**config.mk**
```make
export PLATFORM = sky130hd
export DESIGN_NAME = instr_queue_mw
export DESIGN_NICKNAME = d
export VERILOG_FILES = /design/src/rtl/instr_queue_mw.sv
export SDC_FILE = /design/constraint.sdc
export NUM_CORES = 2
export LEC_CHECK = 0
export CORE_MARGIN = 2
export CORE_UTILIZATION = 25
export DETAILED_ROUTE_END_ITERATION = 7
export SYNTH_ARGS = -nofsm -noshare
export SYNTH_HDL_FRONTEND = slang
export SYNTH_SLANG_ARGS = --single-unit
```
**constraint.sdc**
```tcl
create_clock -name clk -period 15.6 [get_ports clk]
set_clock_uncertainty 0.15 [all_clocks]
set_input_delay 3.12 -clock clk [delete_from_list [all_inputs] [get_ports clk]]
set_output_delay 3.12 -clock clk [all_outputs]
set_load 0.01 [all_outputs]
```
**src/rtl/instr_queue_mw.sv**
```systemverilog
// rtl/instr_queue_mw.sv - multi-width in-order instruction queue (N-wide enqueue, M-wide dequeue, flush)
module instr_queue_mw #(
   parameter  int WIDTH = 64,
   parameter  int DEPTH = 16,
   parameter  int ENQ_W = 2,
   parameter  int DEQ_W = 2,
   localparam int CNT_W = $clog2(DEPTH + 1),
   localparam int PTR_W = $clog2(DEPTH),
   localparam int EW    = $clog2(ENQ_W + 1),
   localparam int DW    = $clog2(DEQ_W + 1)
) (
   input  logic                   clk,
   input  logic                   rst_n,
   input  logic                   flush,
   input  logic [EW-1:0]          enq_cnt,
   input  logic [ENQ_W*WIDTH-1:0] enq_data,
   output logic                   enq_ready,
   output logic [DEQ_W-1:0]       deq_valid,
   output logic [DEQ_W*WIDTH-1:0] deq_data,
   input  logic [DW-1:0]          deq_cnt,
   output logic [CNT_W-1:0]       count,
   output logic                   full,
   output logic                   empty
);

   logic [WIDTH-1:0] storage [DEPTH];
   logic [PTR_W:0]   head;
   logic [PTR_W:0]   tail;
   logic [CNT_W-1:0] count_q;
   logic [PTR_W-1:0] head_idx;
   logic [PTR_W-1:0] tail_idx;
   logic [EW-1:0]    enq_n;
   logic [DW-1:0]    deq_n;
   logic             enq_acc;
   logic [CNT_W-1:0] enq_add;
   logic [CNT_W-1:0] pop;

   assign head_idx  = head[PTR_W-1:0];
   assign tail_idx  = tail[PTR_W-1:0];
   assign count     = count_q;
   assign empty     = (head == tail);
   assign full      = (head_idx == tail_idx) && (head[PTR_W] != tail[PTR_W]);
   assign enq_ready = (count_q <= CNT_W'(DEPTH - ENQ_W));

   // Read lanes index off the head with natural power-of-two wrap.
   for (genvar i = 0; i < DEQ_W; i++) begin : g_deq
      assign deq_valid[i]                 = (count_q > CNT_W'(i));
      assign deq_data[i*WIDTH +: WIDTH]   = storage[head_idx + PTR_W'(i)];
   end

   // Out-of-range lane counts are clamped so pointers never skip unwritten slots.
   always_comb begin
      enq_n   = (enq_cnt > EW'(ENQ_W)) ? EW'(ENQ_W) : enq_cnt;
      deq_n   = (deq_cnt > DW'(DEQ_W)) ? DW'(DEQ_W) : deq_cnt;
      enq_acc = enq_ready && (enq_n != '0);
      enq_add = enq_acc ? CNT_W'(enq_n) : '0;
      pop     = (CNT_W'(deq_n) > count_q) ? count_q : CNT_W'(deq_n);
   end

   always_ff @(posedge clk) begin
      if (!rst_n || flush) begin
         head    <= '0;
         tail    <= '0;
         count_q <= '0;
      end else begin
         head    <= head + (PTR_W+1)'(pop);
         tail    <= tail + (PTR_W+1)'(enq_add);
         count_q <= count_q + enq_add - pop;
      end
   end

   always_ff @(posedge clk) begin
      if (rst_n && !flush && enq_acc) begin
         for (int i = 0; i < ENQ_W; i++) begin
            if (i < int'(enq_n))
               storage[tail_idx + PTR_W'(i)] <= enq_data[i*WIDTH +: WIDTH];
         end
      end
   end

   always_ff @(posedge clk) begin
      if (rst_n) begin
         assert (count_q <= CNT_W'(DEPTH))
            else $error("instr_queue_mw: occupancy above depth");
         assert (enq_cnt <= EW'(ENQ_W))
            else $warning("instr_queue_mw: enq_cnt above lane count");
         assert (deq_cnt <= DW'(DEQ_W))
            else $warning("instr_queue_mw: deq_cnt above lane count");
         assert (enq_ready || enq_cnt == '0)
            else $warning("instr_queue_mw: enqueue while not ready, ignored");
         assert (CNT_W'(deq_cnt) <= count_q)
            else $warning("instr_queue_mw: deq_cnt above occupancy, clamped");
         assert (full == (count_q == CNT_W'(DEPTH)))
            else $error("instr_queue_mw: full disagrees with count");
         assert (empty == (count_q == '0))
            else $error("instr_queue_mw: empty disagrees with count");
         assert ((deq_valid & (deq_valid + DEQ_W'(1))) == '0)
            else $error("instr_queue_mw: deq_valid not thermometer coded");
      end
   end

endmodule

```
## After elaboration in Yosys (flattened, before gate mapping)

Memory sizes are Yosys's and may differ from the RTL's. A register that Yosys moved wholly into a read port is not among the register bits.
Index checks and enable logic that the tools add are counted.
Widths: inputs -> output; s select.

| storage, ports and cells | value |
|---|---|
| register bits | 15 |
| bits in writable memories | 1024 |
| memories kept | 1 |

Memory list:

| memory | depth | width | read ports | clocked after memory_dff | wr ports | RTL line | source |
|---|---|---|---|---|---|---|---|
| storage | 16 | 64 | 2 | 1 | 2 | 26 | `logic [WIDTH-1:0] storage [DEPTH];` |

| operators by class | value |
|---|---|
| $add $sub $neg | 6 |
| order comparisons | 8 |
| equality and inequality tests | 3 |
| muxes and demuxes | 11 |
| reduce and logical (&&, ||, !) cells | 8 |

Operators by type and width:

| cell | count |
|---|---|
| $add 5x2->5 | 2 |
| $gt 5x1->1 const B | 2 |
| $add 4x1->4 const B | 2 |
| $mux 1 | 6 |
| $mux 2 | 3 |
| $add 5x5->5 | 1 |
| $eq 5x5->1 | 1 |
| $gt 2x5->1 | 1 |
| $le 5x4->1 const B | 1 |
| $mux 5 | 1 |
| $sub 5x5->5 | 1 |
| $eq 4x4->1 | 1 |
| $gt 2x2->1 const B | 2 |
| $logic_and 1x1->1 | 4 |
| $lt 1x2->1 const A | 2 |
| $mux 4 | 1 |
| $logic_not 1->1 | 2 |
| $reduce_bool 2->1 | 1 |
| $logic_or 1x1->1 | 1 |
| $ne 1x1->1 | 1 |

## Depth between registers and ports, before layout

| depth | value |
|---|---|
| word-level depth | 7 |
| mapped depth | 13 |

## Least setup slack after synthesis

No wires, ideal clock.

| timing path | value |
|---|---|
| kind | input to register |
| from | input flush |
| to | memory storage[12][0] (enable) |
| arrival | 8.434 ns |
| slack | 6.437 ns |
| stages on the path | 4 |
| buffers on the path | 1 |
| cell sequence | and2b_1 -> buf_2 -> nand3_4 -> nor3b_1 |

RTL lines:

| item | RTL line | source |
|---|---|---|
| start: declaration | 14 | `input logic flush,` |
| end: declaration | 26 |  |

## Worst setup path in the final report

| timing path | value |
|---|---|
| from | register head[1] |
| to | output deq_data[64] |

| on the way | value |
|---|---|
| longest elaborated chain between the ends | 2 |

Ends and longest elaborated chain:

| item | RTL line | source |
|---|---|---|
| start: declaration | 27 | `logic [PTR_W:0] head;` |
| start signal: assignment | 66 | `head <= head + (PTR_W+1)'(pop);` |
| $add 4x1->4 | 48 | `assign deq_data[i*WIDTH +: WIDTH] = storage[head_idx + PTR_W'(i)];` |
| $mem_v2 16x64 | - |  |
| end: declaration | 19 | `output logic [DEQ_W*WIDTH-1:0] deq_data,` |

No other way between the ends.

==> run summary <==
Max-slew violations: 0
Clock power frac: 0.360
Final instance area: 69550 sq um
Worst-skew pair later-pin latency: 0.74 ns
FMAX: 0.1131 GHz
Die area: 245300 sq um
Final cell count without fillers: 7025
Netlist cell types: 51
Die Span X: 495.3 um
Initial antenna violation count: 62
Core area: 240300 sq um
Tcrit/Tclk final: 0.5668
Cell-internal power: 5.649 mW
Sw Ratio: 0.2845
Grt total ovfl: 0
Inserted Clock Buffers: 118
Pwr Total: 7.895 mW
Peak supply drop: 85.72 uV
Max-capacitance violation count: 0
Main synth FF type: edfxtp_1
Psw: 2.247 mW
Filler Cell Count: 23794
HP Class: register to register
Kind of critical path: register to output port
Die Y: 495.3 um
Synthesized area: 60350 sq um
Sum Neg Setup Slack: 0 ns
Area grow syn2layout: 15.25%
Placed inst area: 65700 sq um
Routed len/inst: 31.38 um
DR DRC count: 0
Setup violations, final: 0
Via count: 38172
Syn Inst Count: 3670
Normalized max-slew margin: 0.1576
Post-synth EDFFs: 1024
Seq pwr share: 0.400
DR pass1 iterations: 5
Yosys reg bits: 1039
Drt total wl: 220.4 mm
Starting DRT DRC Count: 4444
Comb power frac: 0.241
CTS tree: done
Placed Cells incl. Taps: 6795
Commonest non-fill, non-tap cells in the layout: 1024 x edfxtp_1, 998 x mux2_2, 512 x mux4_2, 272 x clkdlybuf4s50_1, 199 x nand2_1
Gpl congestion: 0.7850
Final #Nets: 3883
P_leak: 21.06 nW
Syn Area/Cell: 16.44 sq um
Fin. Hold Viols: 0
Largest fanout on the critical path: 48
Commonest non-fill, non-tap cell in the layout: edfxtp_1
Remaining antenna violation count: 0
Power density over the cells: 113.5 nW/um^2
Startpoint types: register
Cts hold-fix bufs: 0
Row cnt: 180
Largest net degree at the start of global routing: 145
Worst-margin pin slew: 1.264 ns
Clock buffer depth: 3
Most frequent cell on the critical path: buf_4
Root buf cell: clkbuf_16
Setup crit end kind: output port
Clock-pin transition on the worst setup and hold timing paths: 0.05 ns
Vias per inst: 5.434
CP arrival: 5.57 ns
Min cycle time layout: 8.842 ns
Initial Util: 0.2511
Seq/Total Area, Yosys: 0.5145
Final hold slack: 0.3863 ns
Htree depth: 3
RSZ-0062 raised after global routing: no
Layout cells sized above 1: 0.4724
Post-CTS Setup Inserts: 0
PortBufs: 272
Dpl hpwl: 124.7 mm
CTS resizes: 0
Slowest-stage cell, CP: dfxtp_4
CP required: 12.33 ns
Ys Warns: 0
Boundary Pins: 273
Clock sink count: 1039
First-pass GRT wire length: 306.4 mm
Largest stage delay on the critical path: 0.88 ns
Global Route Usage Sum: 0.1749
Status: completed
Vias in the first global route: 38797
Crit-path cells: buf_4 -> a21bo_2 -> a41o_4 -> buf_4 -> nand2_1 -> nand4_1 -> clkdlybuf4s50_1
Ys async rst share: 0
[stage by stage]
stage,setup WS (ns),util
finish,6.758,0.2894
global route,6.509,0.2894
CTS,6.598,0.2893
detailed placement,7.400,0.2734
global placement,7.427,0.2734
floorplan,6.437,-
[cell usage after synthesis, drive strengths merged (2+ instances only)]
| library cell | count | area share |
|---|---|---|
| edfxtp | 1024 | 0.51 |
| mux2 | 1024 | 0.19 |
| mux4 | 512 | 0.19 |
| clkbuf | 225 | 0.014 |
| nand2 | 203 | 0.013 |
| buf | 197 | 0.024 |
| o21ai | 131 | 0.011 |
| a22oi | 130 | 0.016 |
| nand4 | 69 | 0.0075 |
| nor2 | 30 | 0.0022 |
| dfxtp | 15 | 0.0050 |
| ha | 14 | 0.0029 |
| and2 | 9 | 0.00093 |
| xnor2 | 9 | 0.0013 |
| a21oi | 8 | 0.00066 |
| inv | 8 | 0.00050 |
| nor2b | 8 | 0.00083 |
| nor3 | 7 | 0.00095 |
| xor2 | 6 | 0.00087 |
| nor3b | 5 | 0.00062 |
| a21o | 4 | 0.00050 |
| fa | 4 | 0.0013 |
| nand2b | 4 | 0.00041 |
| nand3 | 4 | 0.00095 |
| nand3b | 3 | 0.00037 |
| a41o | 2 | 0.00033 |
| and4 | 2 | 0.00029 |
| mux2i | 2 | 0.00033 |
| or2 | 2 | 0.00021 |
[logic make-up after synthesis]
family	count (synthesis)	share of synthesized area
xor gates and xnor gates	15	0.002177
and+or+nand+nor	349	0.02842
other	1	0.00006214
buffers and inverters	430	0.03858
DFF	1039	0.5145
AOI/OAI and AO/OA	280	0.02954
adders and majority gates	18	0.004230
muxes	1538	0.3825
[final timing paths]
kind	slack [ns]	start	end	cells past startpoint
min	0.39	head[4]$_SDFF_PP0_	head[4]$_SDFF_PP0_	2
max reg2reg	11.22	count[1]$_SDFF_PP0_	storage[11][20]$_DFFE_PP_	5
max	6.76	head[1]$_SDFF_PP0_	deq_data[64]	7
min reg2reg	0.39	head[4]$_SDFF_PP0_	head[4]$_SDFF_PP0_	2
[registers in the layout (all words and copies together) (netlist names)]
signal	cells
count	5
head	5
storage	1024
tail	5
[final cells by class]
type | count | area [sq um] | share of cell area
well taps | 3185 | 3985 | 0.05730
clock buffers | 146 | 3100 | 0.04458
inverters | 8 | 30.03 | 0.0004317
diodes | 13 | 32.53 | 0.0004677
flip-flops and latches | 1039 | 31060 | 0.4465
multi-input cells | 2202 | 27220 | 0.3914
repair buffers | 361 | 3403 | 0.04893
clock inverters | 71 | 720.7 | 0.01036
[layer usage]
layer | vias up | GRT usage | wire length (um)
li1 | 15205 | - | -
met1 | 20385 | 0.2168 | 83460
met2 | 2015 | 0.2946 | 108500
met3 | 527 | 0.03585 | 18690
met4 | 40 | 0.07470 | 9618
met5 | - | 0 | 211
[worst max-delay path, delay by kind of cell (launching register included)]
kind | cells | cell delay [ns]
AO/OA/AOI/OAI | 2 | 1.02
flip-flops | 1 | 0.88
AND/OR/NAND/NOR | 2 | 0.54
buffers and inverters | 3 | 2.30
[power groups by stage]
stage / clock network (mW) / registers [mW] / logic (mW)
6_report: 2.84 / 3.16 / 1.90
5_1_grt: 2.98 / 3.16 / 2.02
4_1_cts: 2.89 / 3.16 / 1.93
3_5_place_dp: 0 / 3.22 / 1.92
3_3_place_gp: 0 / 3.21 / 1.92
2_1_floorplan: 0 / 3.19 / 1.16
(Power assumes the default switching activity.)
